--- config.mk ---
export PLATFORM = sky130hd
export DESIGN_NAME = data_mem_arbiter
export DESIGN_NICKNAME = d
export VERILOG_FILES = /design/src/rtl/data_mem_arbiter.sv
export SDC_FILE = /design/constraint.sdc
export NUM_CORES = 1
export LEC_CHECK = 0
export CORE_MARGIN = 2
export CORE_UTILIZATION = 35
export DETAILED_ROUTE_END_ITERATION = 16
export PLACE_DENSITY = 0.71
export SLEW_MARGIN = 20
export SYNTH_ARGS = -nofsm -noshare
export SYNTH_HDL_FRONTEND = slang
export SYNTH_SLANG_ARGS = --single-unit
--- constraint.sdc ---
create_clock -name clk -period 2.3 [get_ports clk]
set_clock_uncertainty 0.2 [all_clocks]
set_input_delay 0.575 -clock clk [delete_from_list [all_inputs] [get_ports clk]]
set_output_delay 0.575 -clock clk [all_outputs]
set_load 0.01 [all_outputs]
--- src/rtl/data_mem_arbiter.sv ---
// Round-robin arbiter for two requesters in front of the single-ported data_mem.
// It runs one transaction at a time and has a read timeout so a missing rd_ack cannot stall it.
//
// state   | meaning
// IDLE    | sample requests, grant one port, latch its command
// ISSUE   | drive data_mem: write commits and acks here, read pulses stb
// WAIT_RD | wait for rd_ack or the timeout
// RESP    | return read data / error to the granted port
module data_mem_arbiter #(
  parameter int ADDR_WIDTH = 32,
  parameter int DATA_WIDTH = 32,
  parameter int TIMEOUT    = 16
) (
  input  logic                  clk,
  input  logic                  rst_n,
  input  logic                  i_req0,
  input  logic                  i_req1,
  input  logic                  i_wr0,
  input  logic                  i_wr1,
  input  logic [ADDR_WIDTH-1:0] i_addr0,
  input  logic [ADDR_WIDTH-1:0] i_addr1,
  input  logic [DATA_WIDTH-1:0] i_wdata0,
  input  logic [DATA_WIDTH-1:0] i_wdata1,
  output logic                  o_ack0,
  output logic                  o_ack1,
  output logic [DATA_WIDTH-1:0] o_rdata0,
  output logic [DATA_WIDTH-1:0] o_rdata1,
  output logic                  o_err,
  output logic                  o_mem_stb,
  output logic                  o_mem_wr_en,
  output logic [ADDR_WIDTH-1:0] o_mem_addr,
  output logic [DATA_WIDTH-1:0] o_mem_wdata,
  input  logic                  i_mem_rd_ack,
  input  logic [DATA_WIDTH-1:0] i_mem_rdata
);

  localparam int CNT_W = (TIMEOUT > 1) ? $clog2(TIMEOUT) : 1;
  localparam logic [CNT_W-1:0] CNT_LAST = CNT_W'(TIMEOUT - 1);

  typedef enum logic [1:0] {
    IDLE    = 2'd0,
    ISSUE   = 2'd1,
    WAIT_RD = 2'd2,
    RESP    = 2'd3
  } state_t;

  state_t                state_q, state_d;
  logic                  gnt_q, gnt_d;
  logic                  last_gnt_q, last_gnt_d;
  logic                  wr_q, wr_d;
  logic [ADDR_WIDTH-1:0] addr_q, addr_d;
  logic [DATA_WIDTH-1:0] wdata_q, wdata_d;
  logic [CNT_W-1:0]      cnt_q, cnt_d;

  logic                  ack0_q, ack0_d;
  logic                  ack1_q, ack1_d;
  logic                  err_q, err_d;
  logic                  stb_q, stb_d;
  logic                  wr_en_q, wr_en_d;
  logic [DATA_WIDTH-1:0] rdata0_q, rdata0_d;
  logic [DATA_WIDTH-1:0] rdata1_q, rdata1_d;

  logic                  pick;
  logic                  resp_err;
  logic [DATA_WIDTH-1:0] resp_data;

  always_ff @(posedge clk or negedge rst_n) begin
    if (!rst_n) begin
      state_q    <= IDLE;
      gnt_q      <= 1'b0;
      last_gnt_q <= 1'b1;
      wr_q       <= 1'b0;
      addr_q     <= '0;
      wdata_q    <= '0;
      cnt_q      <= '0;
      ack0_q     <= 1'b0;
      ack1_q     <= 1'b0;
      err_q      <= 1'b0;
      stb_q      <= 1'b0;
      wr_en_q    <= 1'b0;
      rdata0_q   <= '0;
      rdata1_q   <= '0;
    end else begin
      state_q    <= state_d;
      gnt_q      <= gnt_d;
      last_gnt_q <= last_gnt_d;
      wr_q       <= wr_d;
      addr_q     <= addr_d;
      wdata_q    <= wdata_d;
      cnt_q      <= cnt_d;
      ack0_q     <= ack0_d;
      ack1_q     <= ack1_d;
      err_q      <= err_d;
      stb_q      <= stb_d;
      wr_en_q    <= wr_en_d;
      rdata0_q   <= rdata0_d;
      rdata1_q   <= rdata1_d;
    end
  end

  always_comb begin
    state_d    = state_q;
    gnt_d      = gnt_q;
    last_gnt_d = last_gnt_q;
    wr_d       = wr_q;
    addr_d     = addr_q;
    wdata_d    = wdata_q;
    cnt_d      = cnt_q;
    pick       = 1'b0;
    resp_err   = 1'b0;
    resp_data  = '0;
    ack0_d     = 1'b0;
    ack1_d     = 1'b0;
    err_d      = 1'b0;
    stb_d      = 1'b0;
    wr_en_d    = 1'b0;
    rdata0_d   = rdata0_q;
    rdata1_d   = rdata1_q;

    unique case (state_q)
      IDLE: begin
        if (i_req0 || i_req1) begin
          pick       = (i_req0 && i_req1) ? ~last_gnt_q : i_req1;
          gnt_d      = pick;
          last_gnt_d = pick;
          wr_d       = pick ? i_wr1 : i_wr0;
          addr_d     = pick ? i_addr1 : i_addr0;
          wdata_d    = pick ? i_wdata1 : i_wdata0;
          state_d    = ISSUE;
        end
      end
      ISSUE: begin
        if (wr_q) begin
          state_d = IDLE;
        end else begin
          state_d = WAIT_RD;
          cnt_d   = '0;
        end
      end
      WAIT_RD: begin
        if (i_mem_rd_ack) begin
          resp_data = i_mem_rdata;
          state_d   = RESP;
        end else if (cnt_q == CNT_LAST) begin
          resp_err = 1'b1;
          state_d  = RESP;
        end else begin
          cnt_d = cnt_q + 1'b1;
        end
      end
      RESP: begin
        state_d = IDLE;
      end
      default: begin
        state_d = IDLE;
      end
    endcase

    // Outputs are decoded from the next state so they line up with it once registered.
    if (state_d == ISSUE) begin
      stb_d   = ~wr_d;
      wr_en_d = wr_d;
      if (wr_d) begin
        ack0_d = ~gnt_d;
        ack1_d = gnt_d;
      end
    end
    if (state_d == RESP) begin
      ack0_d = ~gnt_d;
      ack1_d = gnt_d;
      err_d  = resp_err;
      if (gnt_d) rdata1_d = resp_data;
      else       rdata0_d = resp_data;
    end
  end

  assign o_ack0      = ack0_q;
  assign o_ack1      = ack1_q;
  assign o_err       = err_q;
  assign o_mem_stb   = stb_q;
  assign o_mem_wr_en = wr_en_q;
  assign o_mem_addr  = addr_q;
  assign o_mem_wdata = wdata_q;
  assign o_rdata0    = rdata0_q;
  assign o_rdata1    = rdata1_q;

endmodule

==> metrics.cfg, run 1 <==
[clock_network]
cts_num_sinks=142
tritoncts=built
cts_repair_resize_count=0
cts_buffers=17
max-clock-path-buffers=2
clock_tree.htree_level_count=4
clk_transition_reported_paths_ns=0.06
postCtsSetupBuffers=0
ctsRootBufferMaster=clkbuf_16
clock_latency_ns=0.41

[power_and_ir_drop]
power_density_mw_per_mm2=1180
fin_total_pwr_mw=12.0
peakVddDrop_mv=0.521
power.static_leakage_nw=4.28

[placed_design]
dpl.cell_count=1092
dp_hpwl_microns=14300
port-buffer-count=299
finalWeightedCongestion=0.803

[drt]
met2_wire_length_microns=9350
vias_per_cell=4.82
drt-total-wl_microns=18700
drt-met1-wl_microns=7120
drt_iter0_drc=213
drt_pre_antenna_iters=4
dr.max_layer_used=met4
detail_route.wl_per_cell_microns=16.6
via_count=5409
post-route-drc-count=0
routed-wl-met3_microns=1720
number_of_routed_nets_with_antenna_violations=0

[setup_path]
path_buf_inv=1
critical_path_cell_by_cell=clkdlybuf4s50_1
worst-setup-path-type=reg2out
cp_top_family=buffers and inverters
critPathSlowestCell=clkdlybuf4s50_1
worstSetupStartpointType=register
crit_fanout=2
worst-endpoint-required_ns=1.52
critical-path-max-stage-delay_ns=0.61
timing.critical_path.arrival_ns=1.39
setup.worst_path.end_class=output port

[synth]
yosys.area.top_type=dfrtp_1
synth_top_cells_by_area=dfrtp_1, mux2i_1, o21ai_0
netlist-cell-type-count=35
synth_sequential_area_ratio=0.569
syn-num-nets=758
synth_warnings=0
netlist_instances=590
synth.ff_latch_count=142
synth.cell_area_sq_mm=0.00624
synth.avg_cell_area_sq_um=10.6
fraction_of_synthesized_cell_area_taken_by_the_top_area_cell_type=0.565

[sta]
slew_headroom=0.705
rsz0062_at_grt=false
fmax_mhz=462
timing.final.hold_violations=0
worstMarginPinSlew_ns=0.438
timing.final.setup_violations=0
timing_max_transition_violations_final=0
final_min_period_over_clock_period=0.942
hold_slack_ns=0.276
fin_crit_ns=2.17

[floorplan]
die_width_microns=138
die_h_microns=138
initial_utilization=0.360
ios=300
rows=48
floorplan.die_area_sq_mm=0.0189
core_area_sq_mm=0.0174

[cells_and_area]
area_growth_from_synthesis_to_layout_pct=63.5
area.sequential_sq_mm=0.00355
final_net_count=1055
multi_input_comb_area_sq_mm=0.00238
final_cell_mix=clkdlybuf4s50_1, dfrtp_1, nand2_1
proportion_of_layout_cells_with_a_drive_suffix_above_1=0.0813
layout.cells.most_common=clkdlybuf4s50_1
filler_cell_count=1505
stdcell_count=1123
diodes=0

[global_routing]
grt_pass1_vias=5296
globalRouteOverflowTotal=0
track_usage=0.199
grt_antenna_before_repair=0
largest_net_degree_at_the_start_of_global_routing=67
global_route_wire_length_before_repair_microns=28400

[outcome]
status=complete, no violations

[worst_hold_path]
worstHoldPathType=reg2reg

[job]
cap_viol_max_count=0

[what timing repair did]
item	4_1_cts	5_1_grt
endpoints found under the setup margin	0	0
hold buffers	1	0
hold endpoints to repair	38	0
[synth_stat cells, drive strengths merged]
cell / instances
dfrtp: 141
nand2: 132
o21ai: 131
mux2i: 65
buf: 32
o31ai: 32
clkbuf: 14
nor2: 10
a21oi: 6
nand2b: 4
inv: 3
a31oi: 2
and2: 2
nor2b: 2
nor3: 2
o21a: 2
a21boi: 1
a2bb2oi: 1
a31o: 1
dfstp: 1
ha: 1
nor3b: 1
nor4: 1
o2111ai: 1
o22ai: 1
or2: 1
[registers in the layout (all words and copies together), names as in the netlist, 2 cells and up]
register / flops
cnt_q: 4
o_mem_addr: 32
o_rdata1: 32
o_rdata0: 32
o_mem_wdata: 32
state_q: 2
[metal layers]
metal  up-vias  global-route usage
li1       2638                   -
met1      2498               0.232
met2       247               0.339
met3        26              0.0662
met4         0              0.0762
met5         -                   0
[tightest hold or removal path, delay by kind of cell (launching register included)]
kind             cells  cell delay (ns)
AO/OA/AOI/OAI        1             0.05
AND/OR/NAND/NOR      1             0.05
flip-flops           1             0.34
[worst paths after layout]
| path | start | to | slack [ns] | cells past startpoint |
|---|---|---|---|---|
| setup / recovery | o_mem_wdata[24]$_DFFE_PN0P_ | o_mem_wdata[24] | 0.13 | 1 |
| setup reg to reg | state_q[1]$_DFF_PN0_ | o_rdata1[23]$_DFFE_PN0P_ | 0.37 | 5 |
| max in group asynchronous | rst_n | o_rdata0[21]$_DFFE_PN0P_ | 0.82 | 3 |
| hold / removal | o_mem_addr[25]$_DFFE_PN0P_ | o_mem_addr[25]$_DFFE_PN0P_ | 0.28 | 2 |
| min in group asynchronous | rst_n | o_rdata1[9]$_DFFE_PN0P_ | 0.46 | 2 |
| hold reg to reg | o_mem_addr[25]$_DFFE_PN0P_ | o_mem_addr[25]$_DFFE_PN0P_ | 0.28 | 2 |
[kinds of logic (layout without fill, tap and decap cells)]
logic type                 after synthesis  after routing  share of synthesized area
buffers and inverters                   49            357                     0.0547
AOI/OAI and AO/OA                      178            178                      0.169
muxes                                   65             65                      0.104
DFF                                    142            142                      0.569
and+or+nand+nor                        155            155                      0.101
adders and majority gates                1              1                    0.00200
[stage by stage]
step,TNS [ns],worst slack (ns),instance area (sq um),util
2_1_floorplan,0,0.539,6240,-
4_1_cts,0,0.124,10200,0.588
3_3_place_gp,-5.31,-0.137,9570,0.551
5_1_grt,0,0.101,10200,0.588
3_5_place_dp,-8.25,-0.194,9570,0.551
6_report,0,0.133,10200,0.588
[power breakdown]
part	switching, mW	leakage [nW]	internal, mW	total (mW)
clock	1.03	0.304	1.89	2.92
sequential	0.549	1.85	3.45	4.00
combinational	2.46	2.13	2.63	5.10
total	4.04	4.28	7.97	12.0
[area by class of cell]
cell class / count / share of cell area
clock buffers: 20 / 0.0457
inverters: 3 / 0.00110
clock inverters: 10 / 0.0159
repair buffers: 324 / 0.328
well taps: 225 / 0.0276
multi-input cells: 399 / 0.234
flip-flops and latches: 142 / 0.348
(Power assumes the default switching activity.)
==> run 2, diff against run 1 <==
- CORE_ASPECT_RATIO: unset -> 0.5
- SKIP_LAST_GASP: unset -> 1
==> run 2 against run 1 <==
Cell count is 1.7% higher. Setup slack better by 0.050 ns. Flip-flop and latch count stayed put. Wire length is 5.6% lower. Critical path type unchanged. Critical endpoint is now o_rdata1[26]. Largest power group unchanged.
==> metrics.cfg, run 2 (synthesized netlist as in run 1, its figures left out) <==
[outcome]
status=complete, no violations

[setup_path]
critical_path_cell_by_cell=clkdlybuf4s50_1
setup.worst_path.start=o_rdata1[26]$_DFFE_PN0P_
worst-endpoint-required_ns=1.52  ; about the same
setup.worst_path.end_class=output port
path_buf_inv=1  ; unchanged
critPathSlowestCell=clkdlybuf4s50_1
critical_register_to_register_path_startpoint=state_q[1]$_DFF_PN0_
worst-setup-path-type=reg2out
worstSetupStartpointType=register
critical-path-max-stage-delay_ns=0.57  ; -0.04 ns
crit_fanout=2  ; unchanged
cp_top_family=buffers and inverters
timing.critical_path.arrival_ns=1.34  ; -0.05 ns

[floorplan]
die_width_microns=193  ; +40%
initial_utilization=0.359  ; -0.000879
ios=300  ; unchanged
floorplan.die_area_sq_mm=0.0190  ; +0.34%
core_area_sq_mm=0.0174  ; +0.25%
rows=34  ; -29%
die_h_microns=98.4  ; -28%

[clock_network]
max-clock-path-buffers=2  ; unchanged
tritoncts=built
clk_transition_reported_paths_ns=0.06  ; about the same
clock_latency_ns=0.40  ; about the same
cts_num_sinks=142  ; unchanged
ctsRootBufferMaster=clkbuf_16
postCtsSetupBuffers=0  ; unchanged
clock_tree.htree_level_count=4  ; unchanged
cts_buffers=17  ; unchanged

[power_and_ir_drop]
peakVddDrop_mv=0.597  ; +14%
power_frac_seq=0.339  ; +0.006
pwr-share-clk=0.233  ; -0.010
power_density_mw_per_mm2=1150  ; -2.7%
power.switching_fraction=0.349  ; +0.0130
power.static_leakage_nw=4.32  ; +0.83%
combinationalPowerShare=0.428  ; +0.004
p_int_mw=7.66  ; -4.0%
reported_net_switching_power_mw=4.11  ; +1.7%

[cells_and_area]
diodes=0  ; unchanged
multi_input_comb_area_sq_mm=0.00238  ; unchanged
final_util=0.590  ; +0.00230
final_net_count=1063  ; +0.76%
proportion_of_layout_cells_with_a_drive_suffix_above_1=0.0914  ; +0.0101
layout.cell_area.non_filler_sq_mm=0.0103  ; +0.64%
layout.cells.most_common=clkdlybuf4s50_1
filler_cell_count=1450  ; -3.7%
area_growth_from_synthesis_to_layout_pct=64.6
area.sequential_sq_mm=0.00355  ; unchanged
final_cell_mix=clkdlybuf4s50_1, dfrtp_1, nand2_1

[global_routing]
global_route_wire_length_before_repair_microns=28000  ; -1.6%
globalRouteOverflowTotal=0  ; unchanged
track_usage=0.186  ; -0.0132
grt_antenna_before_repair=0  ; unchanged
largest_net_degree_at_the_start_of_global_routing=67  ; unchanged
grt_pass1_vias=5580  ; +5.4%

[placed_design]
port-buffer-count=299  ; unchanged
finalWeightedCongestion=0.793  ; -1.3%
dp_hpwl_microns=13300  ; -6.8%
dpl_cell_area_sq_mm=0.00966  ; +1.0%

[sta]
fmax_mhz=473  ; +2.4%
worstMarginPinSlew_ns=0.457  ; +0.0185 ns
timing_max_transition_violations_final=0  ; unchanged
timing.final.hold_violations=0  ; unchanged
slew_headroom=0.692  ; -0.0124
timing.final.setup_violations=0  ; unchanged
tns_ns=0  ; unchanged
hold_slack_ns=0.278  ; +0.00180 ns
fin_crit_ns=2.12  ; -0.0505 ns
rsz0062_at_grt=false
final_min_period_over_clock_period=0.920  ; -0.0220

[worst_hold_path]
worstHoldPathType=reg2reg
hold_path.startpoint=o_mem_wdata[2]$_DFFE_PN0P_

[drt]
drt-total-wl_microns=17600  ; -5.6%
post-route-drc-count=0  ; unchanged
drt_iter0_drc=184  ; -14%
drt_pre_antenna_iters=6  ; +2
via_count=5375  ; -0.63%
vias_per_cell=4.71  ; -2.3%
detail_route.wl_per_cell_microns=15.4  ; -7.1%
number_of_routed_nets_with_antenna_violations=0  ; unchanged

[job]
cap_viol_max_count=0  ; unchanged

## run 2: changes by cell type in the layout (fill, tap and decap cells not counted), sizes merged
cell,before,now
buf,25,33
bufinv,4,1
clkbuf,20,17
clkinv,4,5
clkinvlp,2,1
inv,3,11
## run 2: per-stage QoR
step	power, mW	std cells	setup WS [ns]
6_report	11.8	1142	0.184
5_1_grt	12.5	1142	0.127
4_1_cts	11.9	1142	0.167
3_5_place_dp	9.12	1109	-0.122
3_3_place_gp	8.98	1109	-0.0804
2_1_floorplan	6.30	590	0.539
## run 2: area by class of cell
cell class                 count  share of cell area
sequential                   142               0.346
timing repair buffer         332               0.334
multi-input combinational    399               0.232
clock buffer                  17              0.0414
tap                          234              0.0285
clock inverter                15              0.0168
inverter                       3             0.00110
## run 2: timing repair
action | 4_1_cts | 5_1_grt
endpoints found under the hold margin | 34 | 0
hold buffers | 1 | 0
gates resized for setup | 0 | 0
## run 2: power by group through the flow
stage          combinational, mW  sequential, mW  clock [mW]
2_1_floorplan               1.92            4.38           0
3_3_place_gp                4.98            4.00           0
3_5_place_dp                5.09            4.02           0
4_1_cts                     5.11            3.99        2.82
5_1_grt                     5.48            4.11        2.95
6_report                    5.04            3.99        2.74
## run 2: worst paths after layout
kind	to	slack, ns	cells past startpoint
setup / recovery	o_rdata1[26]	0.18	1
hold / removal	o_mem_wdata[2]$_DFFE_PN0P_	0.28	2
setup reg to reg	o_rdata1[4]$_DFFE_PN0P_	0.36	5
hold reg to reg	o_mem_wdata[2]$_DFFE_PN0P_	0.28	2
max in group asynchronous	o_mem_addr[6]$_DFFE_PN0P_	0.86	3
min in group asynchronous	o_mem_wr_en$_DFF_PN0_	0.47	2
## run 2: routing by layer
layer / global-route usage / up-vias / wire (microns)
met1: 0.228 / 2560 / 7370
met2: 0.339 / 146 / 9130
met4: 0.0540 / 0 / 253
met5: 0 / - / 0
met3: 0.0281 / 16 / 861
li1: - / 2653 / -
==> run 3, diff against run 2 <==
- CORE_UTILIZATION: 35 -> 41
- HOLD_SLACK_MARGIN: unset -> 0.1
- PLACE_DENSITY: 0.71 -> 0.81
==> run 3 against run 2 <==
Combinational power rose by 4%. Total power increased by 0.84%. Flip-flop and latch count unchanged. Sequential share of layout area shrank 0.13 points. Clock power decreased by 4%. Critical path type unchanged. Critical path depth stayed put. Die area shrank 14%.
==> metrics.cfg, run 3 (synthesized netlist as in run 1, its figures left out) <==
[power_and_ir_drop]
power.static_leakage_nw=4.36  ; +1.0%
power_density_mw_per_mm2=1150  ; +0.45%
peakVddDrop_mv=0.709  ; +19%
fin_total_pwr_mw=11.9  ; +0.84%

[cells_and_area]
filler_cell_count=1057  ; -27%
area_growth_from_synthesis_to_layout_pct=65.2
final_net_count=1069  ; +0.56%
layout.cell_area.non_filler_sq_mm=0.0103  ; +0.39%
proportion_of_layout_cells_with_a_drive_suffix_above_1=0.0974  ; +0.00596
final_cell_mix=clkdlybuf4s50_1, dfrtp_1, nand2_1
layout.cells.most_common=clkdlybuf4s50_1
diodes=0  ; unchanged

[setup_path]
timing.critical_path.arrival_ns=1.35  ; about the same
worst-setup-path-type=reg2out
worstSetupStartpointType=register
cp_top_family=buffers and inverters
critPathSlowestCell=clkdlybuf4s50_1
worst_reg_to_reg_cells=5  ; unchanged
reg2reg_setup_slack_ns=0.38  ; +0.02 ns
path_buf_inv=1  ; unchanged
critical_path_cell_by_cell=clkdlybuf4s50_1
setup.worst_path.end_class=output port
worst_r2r_endpoint=o_rdata1[25]$_DFFE_PN0P_
worst-endpoint-required_ns=1.52  ; about the same
crit_fanout=2  ; unchanged
critical-path-max-stage-delay_ns=0.60  ; +0.03 ns
timing.critical_path.depth=1  ; unchanged
critical_register_to_register_path_startpoint=state_q[1]$_DFF_PN0_

[floorplan]
core_area_sq_mm=0.0147  ; -16%
die_h_microns=91.3  ; -7.3%
ios=300  ; unchanged
initial_utilization=0.426  ; +0.0670
floorplan.die_area_sq_mm=0.0163  ; -14%
die_width_microns=179  ; -7.4%
rows=31  ; -8.8%

[outcome]
status=complete, no violations

[clock_network]
tritoncts=built
max-clock-path-buffers=2  ; unchanged
clock_latency_ns=0.40  ; about the same
cts_num_sinks=142  ; unchanged
postCtsSetupBuffers=0  ; unchanged
cts_buffers=17  ; unchanged
clk_transition_reported_paths_ns=0.06  ; about the same
ctsRootBufferMaster=clkbuf_16
clock_tree.htree_level_count=4  ; unchanged

[sta]
final_min_period_over_clock_period=0.924  ; +0.00370
timing_max_transition_violations_final=0  ; unchanged
timing.final.hold_violations=0  ; unchanged
rsz0062_at_grt=false
timing.final.setup_violations=0  ; unchanged
fmax_mhz=471  ; -0.40%
slew_headroom=0.673  ; -0.0189
setup_slack_of_the_critical_path_after_layout_ns=0.175  ; -0.00851 ns
worstMarginPinSlew_ns=0.490  ; +0.0332 ns
fin_crit_ns=2.12  ; +0.00852 ns
hold_slack_ns=0.276  ; -0.00143 ns

[drt]
post-route-drc-count=0  ; unchanged
drt-total-wl_microns=17500  ; -0.84%
drt_iter0_drc=187  ; +1.6%
detail_route.wl_per_cell_microns=15.7  ; +1.8%
via_count=5474  ; +1.8%
number_of_routed_nets_with_antenna_violations=0  ; unchanged
vias_per_cell=4.92  ; +4.6%
drt_pre_antenna_iters=4  ; -2

[worst_hold_path]
worstHoldEndpoint=o_mem_wdata[31]$_DFFE_PN0P_
worstHoldPathType=reg2reg
hold_path.startpoint=o_mem_wdata[31]$_DFFE_PN0P_
hold_depth=2  ; unchanged

[global_routing]
track_usage=0.219  ; +0.0327
largest_net_degree_at_the_start_of_global_routing=51  ; -24%
grt_antenna_before_repair=0  ; unchanged
globalRouteOverflowTotal=0  ; unchanged
global_route_wire_length_before_repair_microns=28100  ; +0.49%
grt_pass1_vias=5692  ; +2.0%

[placed_design]
dp_hpwl_microns=13400  ; +0.51%
dpl_cell_area_sq_mm=0.00973  ; +0.65%
dp_worst_setup_slack_ns=-0.136  ; -0.0134 ns
port-buffer-count=299  ; unchanged
finalWeightedCongestion=0.778  ; -1.9%

[job]
cap_viol_max_count=0  ; unchanged

run 3: cell count changes in the layout (fill, tap and decap cells not counted):
cell	delta
buf_4	+1
inv_8	-1
bufinv_16	-1
inv_6	+3
clkbuf_8	+1
clkinv_2	-1
buf_12	+5
clkinv_8	-1
run 3: area by class of cell:
type / instances / area [sq um] / share of cell area
multi-input cells: 399 / 2380 / 0.231
flip-flops and latches: 142 / 3550 / 0.345
inverters: 3 / 11.3 / 0.00109
repair buffers: 338 / 3540 / 0.343
clock inverters: 14 / 136 / 0.0132
well taps: 198 / 248 / 0.0240
clock buffers: 18 / 439 / 0.0426
run 3: metrics by stage:
step                 util  TNS [ns]  instances
floorplan               -         0        590
global placement    0.663     -1.21       1079
detailed placement  0.663     -6.03       1079
CTS                 0.703         0       1112
global route        0.703         0       1112
finish              0.703         0       1112
run 3: what timing repair did:
item,in CTS,in global routing
gates resized for setup,0,0
hold buffers,1,0
endpoints found under the hold margin,44,0
run 3: power breakdown:
group          switching [mW]  total, mW  internal (mW)
Clock                    1.17       2.64           1.47
Combinational            2.44       5.24           2.80
Sequential              0.539       3.98           3.45
Total                    4.15       11.9           7.72
run 3: worst min-delay path, cell delays in order (launching register included):
cell and delay (ns):
dfrtp_1 0.34, nand2_1 0.04, o21ai_0 0.06
run 3: routing by layer:
layer | GRT usage | vias up | part of all wire
met5 | 0 | - | 0
met4 | 0.0678 | 0 | 0.020
met3 | 0.0515 | 31 | 0.061
met2 | 0.397 | 178 | 0.51
met1 | 0.255 | 2603 | 0.40
li1 | - | 2662 | -
run 3: worst max path at each step:
stage	slack, ns	endpoint	startpoint
2_1_floorplan	0.54	o_rdata1[13]$_DFFE_PN0P_	cnt_q[0]$_DFFE_PN0P_
6_report	0.18	o_mem_addr[5]	o_mem_addr[5]$_DFFE_PN0P_
5_1_grt	0.13	o_mem_addr[5]	o_mem_addr[5]$_DFFE_PN0P_
3_5_place_dp	-0.14	o_rdata1[31]$_DFFE_PN0P_	i_req0
4_1_cts	0.14	o_mem_addr[5]	o_mem_addr[5]$_DFFE_PN0P_
3_3_place_gp	-0.06	o_rdata1[3]$_DFFE_PN0P_	i_req0
